**src/rtl/bwm_mult_arbiter_if.sv**
```systemverilog
// Request/response bundle for the shared signed 4x4 multiplier.
// master = requesters plus response consumer, slave = arbiter.
interface bwm_mult_arbiter_if #(
    parameter int unsigned N_REQ = 4,
    parameter int unsigned ID_W  = 3
);
    logic [N_REQ-1:0]   req_valid;
    logic [4*N_REQ-1:0] req_a;
    logic [4*N_REQ-1:0] req_b;
    logic [N_REQ-1:0]   req_ready;
    logic               rsp_valid;
    logic [ID_W-1:0]    rsp_id;
    logic [7:0]         rsp_p;
    logic               rsp_ready;

    modport master (
        output req_valid, req_a, req_b, rsp_ready,
        input  req_ready, rsp_valid, rsp_id, rsp_p
    );

    modport slave (
        input  req_valid, req_a, req_b, rsp_ready,
        output req_ready, rsp_valid, rsp_id, rsp_p
    );
endinterface

```
**src/rtl/bwm_mult_arbiter.sv**
```systemverilog
// Round-robin arbiter sharing one signed Baugh-Wooley 4x4 multiplier among N_REQ clients.
// Two registered stages (operands, product) with valid/ready backpressure.
module bwm_mult_arbiter #(
    parameter int unsigned N_REQ = 4,
    parameter int unsigned ID_W  = 3
) (
    input logic               clk,
    input logic               rst_n,
    bwm_mult_arbiter_if.slave bus
);
    logic            s1_valid;
    logic [3:0]      s1_a;
    logic [3:0]      s1_b;
    logic [ID_W-1:0] s1_id;
    logic [ID_W-1:0] rr_ptr;

    logic            rsp_valid;
    logic [7:0]      rsp_p;
    logic [ID_W-1:0] rsp_id;

    logic            s2_free;
    logic            s1_free;
    logic            win_found;
    logic            accept;
    logic [ID_W-1:0] winner;
    logic [ID_W-1:0] ptr_next;
    logic [3:0]      win_a;
    logic [3:0]      win_b;
    logic [7:0]      product;

    assign s2_free = !rsp_valid || bus.rsp_ready;
    assign s1_free = !s1_valid || s2_free;
    assign accept  = win_found && s1_free;

    // First valid requester at or after rr_ptr, wrapping modulo N_REQ.
    always_comb begin : arb
        int unsigned idx;
        idx       = 0;
        win_found = 1'b0;
        winner    = '0;
        for (int unsigned k = 0; k < N_REQ; k++) begin
            idx = (32'(rr_ptr) + k) % N_REQ;
            if (!win_found && bus.req_valid[idx]) begin
                win_found = 1'b1;
                winner    = ID_W'(idx);
            end
        end
    end

    assign ptr_next = (winner == ID_W'(N_REQ - 1)) ? '0 : winner + ID_W'(1);

    always_comb begin
        win_a = '0;
        win_b = '0;
        for (int unsigned i = 0; i < N_REQ; i++) begin
            if (winner == ID_W'(i)) begin
                win_a = bus.req_a[4*i +: 4];
                win_b = bus.req_b[4*i +: 4];
            end
        end
    end

    // Held low during reset so nothing looks accepted while the pipeline is cleared.
    always_comb begin
        bus.req_ready = '0;
        for (int unsigned i = 0; i < N_REQ; i++) begin
            bus.req_ready[i] = rst_n && accept && (winner == ID_W'(i));
        end
    end

    // Baugh-Wooley array: sign-row/column cross terms inverted, 2^7 + 2^4 correction.
    always_comb begin : bwm_4bit
        logic pp;
        pp      = 1'b0;
        product = 8'h90;
        for (int i = 0; i < 4; i++) begin
            for (int j = 0; j < 4; j++) begin
                pp = s1_a[i] & s1_b[j];
                if ((i == 3) != (j == 3)) begin
                    pp = ~pp;
                end
                product = product + ({7'b0, pp} << (i + j));
            end
        end
    end

    always_ff @(posedge clk or negedge rst_n) begin
        if (!rst_n) begin
            s1_valid  <= 1'b0;
            s1_a      <= '0;
            s1_b      <= '0;
            s1_id     <= '0;
            rr_ptr    <= '0;
            rsp_valid <= 1'b0;
            rsp_p     <= '0;
            rsp_id    <= '0;
        end else begin
            if (s2_free) begin
                rsp_valid <= s1_valid;
                if (s1_valid) begin
                    rsp_p  <= product;
                    rsp_id <= s1_id;
                end
            end
            if (accept) begin
                s1_valid <= 1'b1;
                s1_a     <= win_a;
                s1_b     <= win_b;
                s1_id    <= winner;
                rr_ptr   <= ptr_next;
            end else if (s2_free) begin
                s1_valid <= 1'b0;
            end
        end
    end

    assign bus.rsp_valid = rsp_valid;
    assign bus.rsp_p     = rsp_p;
    assign bus.rsp_id    = rsp_id;

    a_ready_onehot: assert property (@(posedge clk) disable iff (!rst_n)
        $onehot0(bus.req_ready));
    a_ready_needs_valid: assert property (@(posedge clk) disable iff (!rst_n)
        (bus.req_ready & ~bus.req_valid) == '0);
    a_rsp_stable: assert property (@(posedge clk) disable iff (!rst_n)
        (rsp_valid && !bus.rsp_ready) |=> ($stable(rsp_p) && $stable(rsp_id) && rsp_valid));
endmodule
```
**src/flat_wrapper.sv**
```systemverilog
// flat-port wrapper written by rule: the top's interface ports become plain ports
module bwm_mult_arbiter_flat 
#(
    parameter int unsigned N_REQ = 4,
    parameter int unsigned ID_W  = 3
)
  (clk, rst_n, bus_req_valid, bus_req_a, bus_req_b, bus_rsp_ready, bus_req_ready, bus_rsp_valid, bus_rsp_id, bus_rsp_p);
  bwm_mult_arbiter_if #(.N_REQ(N_REQ), .ID_W(ID_W)) bus_i ();
  input logic clk;
  input logic rst_n;
  input wire logic [$bits(bus_i.req_valid)-1:0] bus_req_valid;
  input wire logic [$bits(bus_i.req_a)-1:0] bus_req_a;
  input wire logic [$bits(bus_i.req_b)-1:0] bus_req_b;
  input wire logic [$bits(bus_i.rsp_ready)-1:0] bus_rsp_ready;
  output wire logic [$bits(bus_i.req_ready)-1:0] bus_req_ready;
  output wire logic [$bits(bus_i.rsp_valid)-1:0] bus_rsp_valid;
  output wire logic [$bits(bus_i.rsp_id)-1:0] bus_rsp_id;
  output wire logic [$bits(bus_i.rsp_p)-1:0] bus_rsp_p;
  assign bus_i.req_valid = bus_req_valid;
  assign bus_i.req_a = bus_req_a;
  assign bus_i.req_b = bus_req_b;
  assign bus_i.rsp_ready = bus_rsp_ready;
  assign bus_req_ready = bus_i.req_ready;
  assign bus_rsp_valid = bus_i.rsp_valid;
  assign bus_rsp_id = bus_i.rsp_id;
  assign bus_rsp_p = bus_i.rsp_p;
  bwm_mult_arbiter #(.N_REQ(N_REQ), .ID_W(ID_W)) u_core (.clk(clk), .rst_n(rst_n), .bus(bus_i));
endmodule
```
**config.mk**
```make
export PLATFORM = sky130hd
export DESIGN_NAME = bwm_mult_arbiter_flat
export DESIGN_NICKNAME = d
export VERILOG_FILES = /design/src/rtl/bwm_mult_arbiter_if.sv /design/src/rtl/bwm_mult_arbiter.sv /design/src/flat_wrapper.sv
export SDC_FILE = /design/constraint.sdc
export NUM_CORES = 1
export LEC_CHECK = 0
export ABC_AREA = 1
export CAP_MARGIN = 20
export CORE_ASPECT_RATIO = 0.5
export CORE_MARGIN = 2
export CORE_UTILIZATION = 52
export DETAILED_ROUTE_END_ITERATION = 8
export GPL_TIMING_DRIVEN = 1
export PLACE_DENSITY = 0.87
export SLEW_MARGIN = 25
export SYNTH_ARGS = -nofsm -noshare
export SYNTH_HDL_FRONTEND = slang
export SYNTH_SLANG_ARGS = --single-unit
```
**constraint.sdc**
```tcl
create_clock -name clk -period 7.1 [get_ports clk]
set_input_delay 0.71 -clock clk [delete_from_list [all_inputs] [get_ports clk]]
set_output_delay 0.71 -clock clk [all_outputs]
set_load 0.03 [all_outputs]
```
==> run_results.csv, run 1 <==
group,metric,value,unit
global_routing,grt_pass1_vias,1695,
sta,setup_violations,0,
sta,finalMaxSlewViolations,0,
sta,finalHoldViolCount,0,
run,drv_cap,0,
global_routing,use_met1,0.2683,
clock_network,cts_inserted_buffers,3,
critical_path,start_kind,"input port",
clock_network,post_cts_buffers,0,
yosys,syn_area_per_cell,6.704,µm²
clock_network,clkLatencyLatePin,0.27,ns
sta,finalCriticalPeriod,4.064,ns
placed_design,placed_area,2460,µm²
worst_hold_path,holdPathStages,2,
sta,setup_ws,3.036,ns
drt,ant_nets,0,
die,start_util,0.5503,
yosys,synth.yosys.seq_area_share,0.3143,
critical_path,cp_top_family,"buffers and inverters",
yosys,netlist_instances,285,
critical_path,slowest_delay,0.67,ns
worst_hold_path,hold-path-endpoint,"u_core.bus.rsp_p[3]$_DFFE_PN0P_",
drt,wl_per_cell,11.40,µm
final_layout,antenna_cells,0,
critical_path,cp.arrival,3.35,ns
drt,routed_via_density,4.894,
final_layout,post-route-cell-area,2531,µm²
yosys,syn_nets,343,
drt,drt_iter0_markers,89,
placed_design,dp_hpwl,3402,µm
die,die_w,89.72,µm
global_routing,grt.total_usage,0.2116,
placed_design,port_buffers,53,
yosys,ys_ff_latch,24,
critical_path,critPathRequiredTime,6.39,ns
global_routing,grt_busiest_layer,"met2",
critical_path,r2r-start,"u_core.rr_ptr[0]$_DFFE_PN0P_",
global_routing,antenna_found_initial,0,
clock_network,cts_max_level,1,
global_routing,grt_use_met3,0.03692,
drt,drt-total-wl,4388,µm
sta,finalSetupTns,0,ns
final_layout,fillers,278,
critical_path,path_max_fanout,18,
yosys,synth_area,1911,µm²
sta,rsz0062_at_grt,"no",
die,rows,15,
worst_hold_path,hold_path_class,"reg2reg",
critical_path,worst_r2r_endpoint,"u_core.s1_a[0]$_DFFE_PN0P_",
final_layout,layout-drive-gt1-share,0.04491,
clock_network,clock_sinks,24,
clock_network,path_clk_slew,0.08,ns
die,core,3472,µm²
clock_network,cts_resized,0,
drt,drtPass1Iterations,4,
drt,dr_total_vias,1884,
sta,post-route-period-util,0.5724,
critical_path,critPathCaptureType,"output port",
critical_path,cp_slowest_cell,"clkdlybuf4s50_1",
yosys,yosysTopAreaCellShare,0.3143,
die,die_h,46.86,µm
global_routing,grt_pass1_wl,7210,µm
critical_path,path_class,"in2out",
yosys,synth.distinct_cells,22,
worst_hold_path,hp-start,"u_core.bus.rsp_p[3]$_DFFE_PN0P_",
critical_path,rrSetupSlack,3.95,ns
die,dieArea,4204,µm²
critical_path,cp_num_buf_inv,5,
critical_path,path_cells,"clkdlybuf4s50_1 > inv_1 > nand2_1 > nand2_1 > o21ai_1 > nand3_1 > nand3_1 > nand2_1 > inv_1 > ha_1 > inv_1 > nor2_1 > clkdlybuf4s50_1",
global_routing,grt.overflow.total,0,
clock_network,postCtsHoldBufs,0,
critical_path,reg2regPathDepth,17,
die,io_pins,55,
global_routing,grt_max_degree,26,
clock_network,cts-root-buf,"clkbuf_8",
placed_design,pre_cts_ws,3.040,ns
yosys,yosys_warnings,0,
clock_network,cts_max_path_buffers,2,
sta,clock_skew,0.003494,ns
yosys,synth_area_leaders,"dfrtp_1 (31%), nand2_1 (25%), ha_1 (9.2%)",
final_layout,area_growth,32.48,%
clock_network,cts_tree,"yes",
sta,maxClockFrequency,0.2461,GHz
global_routing,met2_usage,0.4091,
drt,drc,0,
final_layout,layout.nets,393,
status,status,"finished, final reports clean",
final_layout,utilization,0.7290,
yosys,synth_area_leader_cell,"dfrtp_1",
placed_design,globalplace.congestion,0.8624,
[cell usage in the layout (no fill, tap or decap), types with 2 or more instances in the layout]
cell type / n
nor2_1: 6
xnor2_1: 2
nand2_2: 4
nand3_1: 10
a21oi_1: 11
nand2_1: 129
ha_1: 14
inv_1: 35
clkdlybuf4s50_1: 53
inv_2: 3
dfrtp_1: 24
clkbuf_8: 3
o21ai_0: 24
o21ai_2: 2
fa_1: 5
o21ai_1: 2
[worst reg2reg max path: stages (launching register included)]
cell and delay (ns):
dfrtp_1 0.58, inv_1 0.22, nand2_1 0.14, nand3_1 0.09, nand2_1 0.15, inv_2 0.06
a21oi_1 0.14, nand2_1 0.09, nand2_1 0.13, inv_1 0.08, ha_1 0.33, nor2_1 0.43
nand2_1 0.11, nand2_1 0.08, o21ai_0 0.09, o21ai_0 0.20, nand2_1 0.07, o21ai_1 0.08
[through the flow]
| stage | hold slack, ns | cells |
|---|---|---|
| after floorplan | 0.4144 | 285 |
| after global placement | 0.4620 | 381 |
| after detailed placement | 0.4655 | 381 |
| after CTS | 0.4875 | 385 |
| after global routing | 0.5156 | 385 |
| final | 0.4796 | 385 |
[area by class of cell]
class	instances	area, µm²	area share
Clock buffer	3	41.29	0.01631
Tap cell	51	63.81	0.02521
Clock inverter	1	30.03	0.01186
Sequential cell	24	600.6	0.2373
Inverter	38	142.6	0.05635
Multi-Input combinational cell	214	1115	0.4404
Timing Repair Buffer	54	538.0	0.2126
[state kept, by name (all words and copies together), names as in the netlist]
name and count:
u_core.bus.rsp_id 2, u_core.bus.rsp_valid 1, u_core.rr_ptr 2, u_core.s1_valid 1, u_core.s1_a 4, u_core.s1_b 4
u_core.bus.rsp_p 8, u_core.s1_id 2
[Yosys cell counts, drive strengths merged]
master and n:
buf 4, conb 1, nand3 10, inv 38, xor2 1, o21ai 28
fa 5, xnor2 2, ha 14, o31ai 1, dfrtp 24, clkbuf 5
a21oi 11, nor2 7, nand2 133, nand4 1
[layer usage]
| layer | wire [µm] | vias up |
|---|---|---|
| met5 | 0 | - |
| met4 | 17 | 0 |
| met3 | 238 | 2 |
| met2 | 2140 | 60 |
| met1 | 1992 | 850 |
| li1 | - | 972 |
[logic make-up (layout without fill, tap and decap cells)]
kind of cell               Yosys count  after routing  share of synthesized area
xor gates and xnor gates             3              3                    0.01375
and+or+nand+nor                    151            151                     0.3137
AOI/OAI and AO/OA                   40             40                     0.1100
adders and majority gates           19             19                     0.1441
buffers and inverters               47             96                     0.1022
DFF                                 24             24                     0.3143
other                                1              1                   0.001963
[worst max-delay path by stage]
| stage | slack (ns) | start | endpoint | cells past startpoint |
|---|---|---|---|---|
| after floorplan | 3.83 | bus_req_valid[3] | bus_req_ready[3] | 14 |
| after global placement | 3.14 | bus_req_valid[1] | bus_req_ready[3] | 14 |
| after detailed placement | 3.04 | bus_req_valid[2] | bus_req_ready[3] | 13 |
| after CTS | 3.04 | bus_req_valid[2] | bus_req_ready[3] | 13 |
| after global routing | 2.72 | bus_req_valid[2] | bus_req_ready[3] | 13 |
| final | 3.04 | bus_req_valid[2] | bus_req_ready[3] | 13 |
Power of run 1 is left out: the tool's default activity adds up to more than one toggle a clock period on the data nets, which glitch-free logic cannot reach.
==> inputs of run 2 (changes only) <==
- CORE_UTILIZATION: 52 -> 48
- PLACE_DENSITY: 0.87 -> 0.82
- clock period: 7.1 -> 3.91 ns (I/O delays scaled with it)
==> run_results.csv, run 2 (synthesis gave the netlist of run 1 again) <==
group,metric,value,unit
critical_path,critPathCaptureType,"output port",
die,die_w,93.23,µm
final_layout,layout-drive-gt1-share,0.05075,
critical_path,path_max_fanout,12,
critical_path,cp_slowest_cell,"clkdlybuf4s50_1",
sta,finalCriticalPeriod,3.481,ns
global_routing,grt_pass1_vias,1733,
clock_network,cts_resized,0,
sta,clock_skew,0.003000,ns
final_layout,top_register,"u_core.bus.rsp_p",
die,core,3864,µm²
clock_network,cts_max_path_buffers,2,
clock_network,cts-root-buf,"clkbuf_8",
final_layout,antenna_cells,0,
clock_network,clkLatencyLatePin,0.27,ns
final_layout,seq_area,601.8,µm²
final_layout,top_regs,"u_core.bus.rsp_p x8, u_core.s1_a x4, u_core.s1_b x4",
critical_path,start_kind,"register",
critical_path,path_class,"reg2out",
worst_hold_path,hold_path_class,"in2async",
final_layout,final_common_cell,"nand2_1",
critical_path,rrSetupSlack,0.95,ns
die,dieArea,4532,µm²
global_routing,grt_pass1_wl,7431,µm
drt,drt_iter0_markers,97,
critical_path,crit_top_cell,"nand2_1",
critical_path,cp.arrival,3.09,ns
critical_path,critPathRequiredTime,3.52,ns
drt,wl_per_cell,10.99,µm
sta,rsz0062_at_grt,"no",
global_routing,grt.overflow.total,0,
critical_path,r2r-start,"u_core.rr_ptr[0]$_DFFE_PN0P_",
die,start_util,0.4945,
placed_design,dpl.cell_count,385,
clock_network,postCtsHoldBufs,0,
drt,routed_via_density,4.825,
sta,finalHoldViolCount,0,
status,status,"finished, final reports clean",
clock_network,clock_sinks,24,
clock_network,cts_inserted_buffers,3,
final_layout,area_growth,33.14,%
sta,finalMaxSlewViolations,0,
sta,maxClockFrequency,0.2873,GHz
clock_network,path_clk_slew,0.08,ns
global_routing,grt_max_degree,26,
clock_network,post_cts_buffers,0,
placed_design,globalplace.congestion,0.8210,
die,die_h,48.61,µm
final_layout,largest_reg_flops,8,
critical_path,worst_r2r_endpoint,"u_core.s1_b[0]$_DFFE_PN0P_",
final_layout,fin_cells,389,
final_layout,layout_common_cells,"nand2_1 (129), clkdlybuf4s50_1 (53), inv_1 (35)",
drt,ant_nets,0,
drt,dr_total_vias,1877,
sta,post-route-period-util,0.8902,
global_routing,grt.total_usage,0.2065,
die,io_pins,55,
drt,drt-total-wl,4276,µm
drt,drc,0,
sta,finalSetupTns,0,ns
placed_design,dp_hpwl,3407,µm
sta,setup_violations,0,
final_layout,utilization,0.6584,
placed_design,port_buffers,53,
die,rows,16,
critical_path,slowest_delay,0.68,ns
critical_path,path_cells,"inv_1 > nand2_1 > nand3_1 > nand2_1 > inv_2 > nand3_1 > nand2_1 > nand2_1 > nand2_1 > ha_1 > inv_1 > nor2_1 > clkdlybuf4s50_1",
final_layout,layout.nets,394,
run,drv_cap,0,
clock_network,cts_max_level,1,
global_routing,antenna_found_initial,0,
final_layout,fillers,342,
clock_network,cts_tree,"yes",
final_layout,multi_input_area,1115,µm²
critical_path,reg2regPathDepth,18,
drt,drtPass1Iterations,4,
sta,hold_ws,0.4702,ns
run 2: cell count changes in the layout (fill, tap and decap cells not counted):
cell     before  now
buf_4         1    2
dfrtp_1      24   23
dfrtp_2       0    1
run 2: final cells by class:
cell class | count | share of cell area
clock buffer | 3 | 0.01623
clock inverter | 1 | 0.01181
inverter | 38 | 0.05607
multi-input combinational | 214 | 0.4383
sequential | 24 | 0.2366
tap | 54 | 0.02656
timing repair buffer | 55 | 0.2145
run 2: critical path, delay by kind of cell, from the launching register on:
family	cells	cell delay, ns
buffers and inverters	4	1.18
AND/OR/NAND/NOR	8	0.79
flip-flops	1	0.50
adder cells (fa/ha/maj)	1	0.34
run 2: metrics by stage:
step	area [µm²]	worst slack, ns
floorplan	1911	1.180
global placement	2471	0.6095
detailed placement	2471	0.5088
CTS	2542	0.3023
global route	2544	0.09298
finish	2544	0.4293
run 2: worst max path at each step:
stage	startpoint	slack [ns]	end	cells past startpoint
final	u_core.rr_ptr[0]$_DFFE_PN0P_	0.43	bus_req_ready[2]	13
after global routing	u_core.rr_ptr[0]$_DFFE_PN0P_	0.09	bus_req_ready[2]	13
after CTS	u_core.rr_ptr[0]$_DFFE_PN0P_	0.30	bus_req_ready[2]	12
after detailed placement	bus_req_valid[3]	0.51	bus_req_ready[2]	13
after global placement	bus_req_valid[3]	0.61	bus_req_ready[2]	13
after floorplan	u_core.rr_ptr[0]$_DFFE_PN0P_	1.18	bus_req_ready[3]	14
run 2: metal layers:
metal / vias up / part of all wire / track usage
met5: - / 0 / 0
met4: 0 / 0.016 / 0.07598
met3: 6 / 0.054 / 0.03583
met2: 62 / 0.47 / 0.3561
met1: 827 / 0.46 / 0.2617
li1: 982 / - / -
Power of run 2 is left out for the same reason.
==> inputs of run 3 (changes only) <==
- RECOVER_POWER: default -> 100
==> run_results.csv, run 3 (synthesis gave the netlist of run 1 again) <==
group,metric,value,unit
global_routing,antenna_found_initial,0,
placed_design,dp_hpwl,3407,µm
sta,tightest_slew,1.283,ns
drt,dr_total_vias,1869,
drt,wl_per_cell,10.99,µm
die,io_pins,55,
final_layout,final_common_cell,"nand2_1",
run,drv_cap,0,
placed_design,port_buffers,53,
final_layout,layout_common_cells,"nand2_1 (130), clkdlybuf4s50_1 (37), inv_1 (36)",
global_routing,grt_pass1_wl,7431,µm
final_layout,post-route-cell-area,2534,µm²
sta,post-route-period-util,0.9177,
drt,routed_via_density,4.805,
die,die_h,48.61,µm
placed_design,globalplace.congestion,0.8210,
drt,drc,0,
final_layout,layout-drive-gt1-share,0.03881,
final_layout,area_growth,32.61,%
clock_network,clkLatencyLatePin,0.27,ns
placed_design,placed_area,2471,µm²
worst_hold_path,hold_path_class,"reg2reg",
pwr,leakage,0.001351,µW
sta,slew_headroom,0.1446,
global_routing,grt.total_usage,0.2065,
clock_network,clock_sinks,24,
sta,hold_ws,0.4819,ns
critical_path,path_max_fanout,15,
global_routing,grt_max_degree,26,
sta,finalHoldViolCount,0,
sta,finalMaxSlewViolations,0,
sta,clock_skew,0.003429,ns
clock_network,cts_inserted_buffers,3,
status,status,"finished, final reports clean",
final_layout,layout.nets,394,
die,core,3864,µm²
drt,drt_iter0_markers,78,
clock_network,cts-root-buf,"clkbuf_8",
critical_path,slowest_delay,0.75,ns
sta,rsz0062_at_grt,"no",
sta,finalSetupTns,0,ns
clock_network,cts_max_path_buffers,2,
die,die_w,93.23,µm
final_layout,top_register,"u_core.bus.rsp_p",
clock_network,cts_tree,"yes",
critical_path,cp_top_family,"buffers and inverters",
sta,finalCriticalPeriod,3.588,ns
critical_path,crit_top_cell,"nand2_1",
die,rows,16,
final_layout,top_regs,"u_core.bus.rsp_p x8, u_core.s1_a x4, u_core.s1_b x4",
pwr,peakVddDrop,571.9,µV
clock_network,cts_max_level,1,
die,start_util,0.4945,
critical_path,critPathCaptureType,"output port",
drt,drt-total-wl,4276,µm
critical_path,critPathRequiredTime,3.52,ns
sta,setup_ws,0.3217,ns
critical_path,cp_num_buf_inv,4,
drt,drtPass1Iterations,4,
pwr,power_per_cell_area,1032,nW/µm²
drt,ant_nets,0,
sta,setup_violations,0,
critical_path,start_kind,"register",
global_routing,grt_pass1_vias,1733,
clock_network,post_cts_buffers,0,
sta,maxClockFrequency,0.2787,GHz
die,dieArea,4532,µm²
placed_design,pre_cts_ws,0.5088,ns
critical_path,cp_slowest_cell,"dlygate4sd3_1",
global_routing,grt.overflow.total,0,
critical_path,cp.arrival,3.20,ns
final_layout,largest_reg_flops,8,
critical_path,path_class,"reg2out",
clock_network,path_clk_slew,0.08,ns
critical_path,rrSetupSlack,0.90,ns
critical_path,path_cells,"inv_1 > nand2_1 > nand2_1 > o21ai_1 > inv_1 > nand3_1 > nand2_1 > inv_2 > nand2_1 > nor2_1 > dlygate4sd3_1",
final_layout,antenna_cells,0,
run 3: area by class of cell:
type / count / area, µm²
fill: 342 / 1330
multi-input combinational: 214 / 1109
sequential: 24 / 601.8
timing repair buffer: 55 / 541.8
inverter: 38 / 142.6
tap: 54 / 67.56
clock buffer: 3 / 41.29
clock inverter: 1 / 30.03
run 3: timing repair:
| action | CTS | global route |
|---|---|---|
| resized for setup | 0 | 1 |
| hold buffers | 0 | 0 |
| endpoints found under the setup margin | 0 | 1 |
| hold endpoints to repair | 0 | 0 |
run 3: final timing paths:
kind	from	end	cells past startpoint
worst min-delay path	u_core.bus.rsp_p[5]$_DFFE_PN0P_	u_core.bus.rsp_p[5]$_DFFE_PN0P_	2
worst max-delay path	u_core.rr_ptr[0]$_DFFE_PN0P_	bus_req_ready[0]	11
worst max register to register	u_core.rr_ptr[0]$_DFFE_PN0P_	u_core.s1_b[0]$_DFFE_PN0P_	18
max in group asynchronous	rst_n	u_core.rr_ptr[0]$_DFFE_PN0P_	2
min in group asynchronous	rst_n	u_core.s1_b[0]$_DFFE_PN0P_	2
worst min register to register	u_core.bus.rsp_p[5]$_DFFE_PN0P_	u_core.bus.rsp_p[5]$_DFFE_PN0P_	2
run 3: worst reg2reg max path: cells and delay by family (launching register included):
kind | cells | cell delay (ns)
flip-flops | 1 | 0.50
buffers and inverters | 3 | 0.41
adder cells (fa/ha/maj) | 1 | 0.30
AND/OR/NAND/NOR | 11 | 1.35
AO/OA/AOI/OAI | 3 | 0.38
run 3: layer usage:
metal,share of wire,vias up,GRT usage
met5,0,-,0
met1,0.46,828,0.2617
met3,0.051,4,0.03583
met2,0.47,56,0.3561
met4,0.014,0,0.07598
li1,-,981,-
run 3: power by group:
part           switching, µW  internal, µW
Combinational           1180           719
Sequential               111           382
Clock                   81.6           137
Total                   1380          1240
run 3: through the flow:
step	power [µW]	instances	util
floorplan	1949	285	-
global placement	2348	385	0.6396
detailed placement	2429	385	0.6396
CTS	2662	389	0.6580
global route	2948	389	0.6558
finish	2614	389	0.6558
Power figures use the tool's default switching activity.
==> edit, RTL diff (settings of run 2) <==
`N_REQ` is set to 4 in 3 places; all go to 8.
--- a/src/rtl/bwm_mult_arbiter_if.sv
+++ b/src/rtl/bwm_mult_arbiter_if.sv
@@ -3,3 +3,3 @@
 interface bwm_mult_arbiter_if #(
-    parameter int unsigned N_REQ = 4,
+    parameter int unsigned N_REQ = 8,
     parameter int unsigned ID_W  = 3
--- a/src/rtl/bwm_mult_arbiter.sv
+++ b/src/rtl/bwm_mult_arbiter.sv
@@ -3,3 +3,3 @@
 module bwm_mult_arbiter #(
-    parameter int unsigned N_REQ = 4,
+    parameter int unsigned N_REQ = 8,
     parameter int unsigned ID_W  = 3
--- a/src/flat_wrapper.sv
+++ b/src/flat_wrapper.sv
@@ -3,3 +3,3 @@
 #(
-    parameter int unsigned N_REQ = 4,
+    parameter int unsigned N_REQ = 8,
     parameter int unsigned ID_W  = 3
Ports: changed (resized bus_req_a, bus_req_b, bus_req_ready and bus_req_valid); port bits go from 55 to 95. No check against the original RTL was run, so the function may have changed too.
==> edit against run 2 <==
Highest routed layer unchanged; critical endpoint is now bus_req_ready[4]; cell area increased by 70%; worst setup slack got worse by 0.22 ns; non-clock buffer count increased by 60; critical path type unchanged; sequential cell count increased by 3; critical path depth increased by 6; wire length increased by 99%; area after synthesis increased by 61%; die area increased by 56%.
Power is left out: the tool's default activity adds up to more than one toggle a clock period on the data nets, which glitch-free logic cannot reach.
==> edit: results (changes against run 2) <==
Outcome
  • Outcome: finished, final reports clean

Cells and area
  • Final net count: 707 (+79%)
  • Reg area: 675.6 um^2 (+12%)
  • Top flop regs: u_core.bus.rsp_p: 8 flops, u_core.s1_a: 4 flops, u_core.s1_b: 4 flops
  • Number of inserted diodes: 0 (unchanged)
  • Fillers: 545 (+59%)
  • Fraction of layout cells with a size suffix above 1: 12.99% (+7.9 points)

Route
  • Router iterations before antenna repair: 4 (unchanged)
  • Vias: 3,382 (+80%)
  • 1st-iter DRT viols: 151 (+56%)
  • Final WL: 8505 um (+99%)

Place
  • I/O Buffers: 94 (+77%)
  • Setup WS pre-CTS: 0.08560 ns (-0.4232 ns)
  • Dpl hpwl: 7003 um (+110%)
  • Placed cell area: 4119 um^2 (+67%)
  • Final RePlAce weighted congestion: 0.9108 (+11%)

Worst setup path
  • Worst reg2reg endpoint: u_core.s1_a[3]$_DFFE_PN0P_
  • Arrival @ worst endpoint: 3.31 ns (+0.22 ns)
  • Critical-path maximum fanout: 9 (-3)
  • Reg2Reg Setup Slack: 0.33 ns (-0.62 ns)
  • FF-to-FF path depth: 26 (+8)

Clocking
  • Clock-pin slew on the worst setup and hold paths: 0.06 ns (-0.02 ns)
  • Number of CTS-inserted buffers: 3 (unchanged)
  • H-tree depth: 1 (unchanged)
  • CTS root buf: clkbuf_16

Global routing
  • First-pass GRT wire length: 13,120 um (+77%)
  • Initial antenna violation count: 0 (unchanged)
  • Largest net degree at the start of global routing: 29 (+12%)
  • Vias in the first global route: 2,812 (+62%)
  • Global Route Usage Sum: 23.49% (+2.8 points)

Yosys
  • Yosys synthesis warning count: 0 (unchanged)
  • Async set-reset flop share out of synthesis: 100.0% (unchanged)
  • Post-synthesis cell type count: 35 (+59%)
  • Syn nets: 605 (+76%)
  • Synth top area cells: dfrtp_1 22%, nand2_1 22%, inv_1 9.5%
  • Sequential fraction of the synthesis area: 22.01% (-9.4 points)
  • Most instantiated cells after synthesis: 180 x nand2_1, 78 x inv_1, 48 x nand3_1

STA
  • Slew Viols, Final: 0 (unchanged)
  • Fin Clk Skew: 0.003744 ns (+0.0007437 ns)
  • WHS: 0.4761 ns (+0.005926 ns)

Hold path
  • HP Class: reg -> reg
  • Hold depth: 2
  • WHS Endpoint: u_core.bus.rsp_id[0]$_DFFE_PN0P_
==> edit: changes by cell type after synthesis, sizes merged, moves of 10 or more <==
cell	change
nand2	+53
o21ai	+10
nor2	+20
nand3	+40
nand4	+13
inv	+47
or2	+11
==> edit: logic make-up after synthesis <==
family	count (synthesis)	synth area share, %
compound gates	51	8.602
xor+xnor	5	1.427
fa+ha+maj	23	10.60
buf+inv	105	14.43
flops	27	22.01
simple gates	296	42.93
==> edit: worst max-delay path: stages, from the launching register on <==
cell and delay, ns:
dfrtp_1 0.40, inv_4 0.04, ha_1 0.30, buf_4 0.16, nand3_1 0.12, nand3_1 0.12, nand2_1 0.12, inv_1 0.11
nor3_1 0.05, a2111oi_0 0.38, o21ai_1 0.14, a21oi_2 0.14, o21ai_2 0.09, inv_1 0.09, ha_2 0.19, inv_1 0.09
nor2_4 0.13, inv_2 0.09, nor2_1 0.09, buf_4 0.17
==> edit: per-layer routing <==
| metal | track usage (%) | part of all wire (%) | vias to the layer above | wire length, um |
|---|---|---|---|---|
| li1 | - | - | 1793 | - |
| met1 | 33.17 | 46 | 1497 | 3907 |
| met2 | 40.79 | 49 | 82 | 4176 |
| met3 | 2.098 | 3.8 | 10 | 327 |
| met4 | 3.697 | 1.1 | 0 | 94 |
| met5 | 0 | 0 | - | 0 |
==> edit: how the worst max path moves through the flow <==
stage,startpoint,endpoint,slack (ns),depth (start not counted)
2_1_floorplan,u_core.rr_ptr[0]$_DFFE_PN0P_,bus_req_ready[0],0.02,19
3_5_place_dp,bus_req_valid[7],bus_req_ready[3],0.09,17
3_3_place_gp,bus_req_valid[4],bus_req_ready[3],0.15,17
6_report,u_core.rr_ptr[0]$_DFFE_PN0P_,bus_req_ready[4],0.21,19
5_1_grt,u_core.rr_ptr[0]$_DFFE_PN0P_,u_core.s1_b[2]$_DFFE_PN0P_,-0.03,30
4_1_cts,u_core.rr_ptr[0]$_DFFE_PN0P_,bus_req_ready[7],0.08,20
==> edit: layout make-up <==
class,instances,share of cell area [%]
clock buffers,4,1.826
inverters,87,7.795
multi-input cells,375,46.83
flip-flops and latches,27,15.65
well taps,88,2.550
repair buffers,115,25.35
==> edit: repair_timing <==
| action | 4_1_cts | 5_1_grt |
|---|---|---|
| resized for setup | 2 | 20 |
| setup endpoints to repair | 2 | 16 |
| pin swaps | 0 | 2 |
| buffers inserted | 0 | 4 |
==> edit: metrics by stage <==
step,std cells,TNS (ns)
after global routing,696,-0.06134
after detailed placement,688,0
after floorplan,507,0
final,696,0
after global placement,688,0
after CTS,692,0
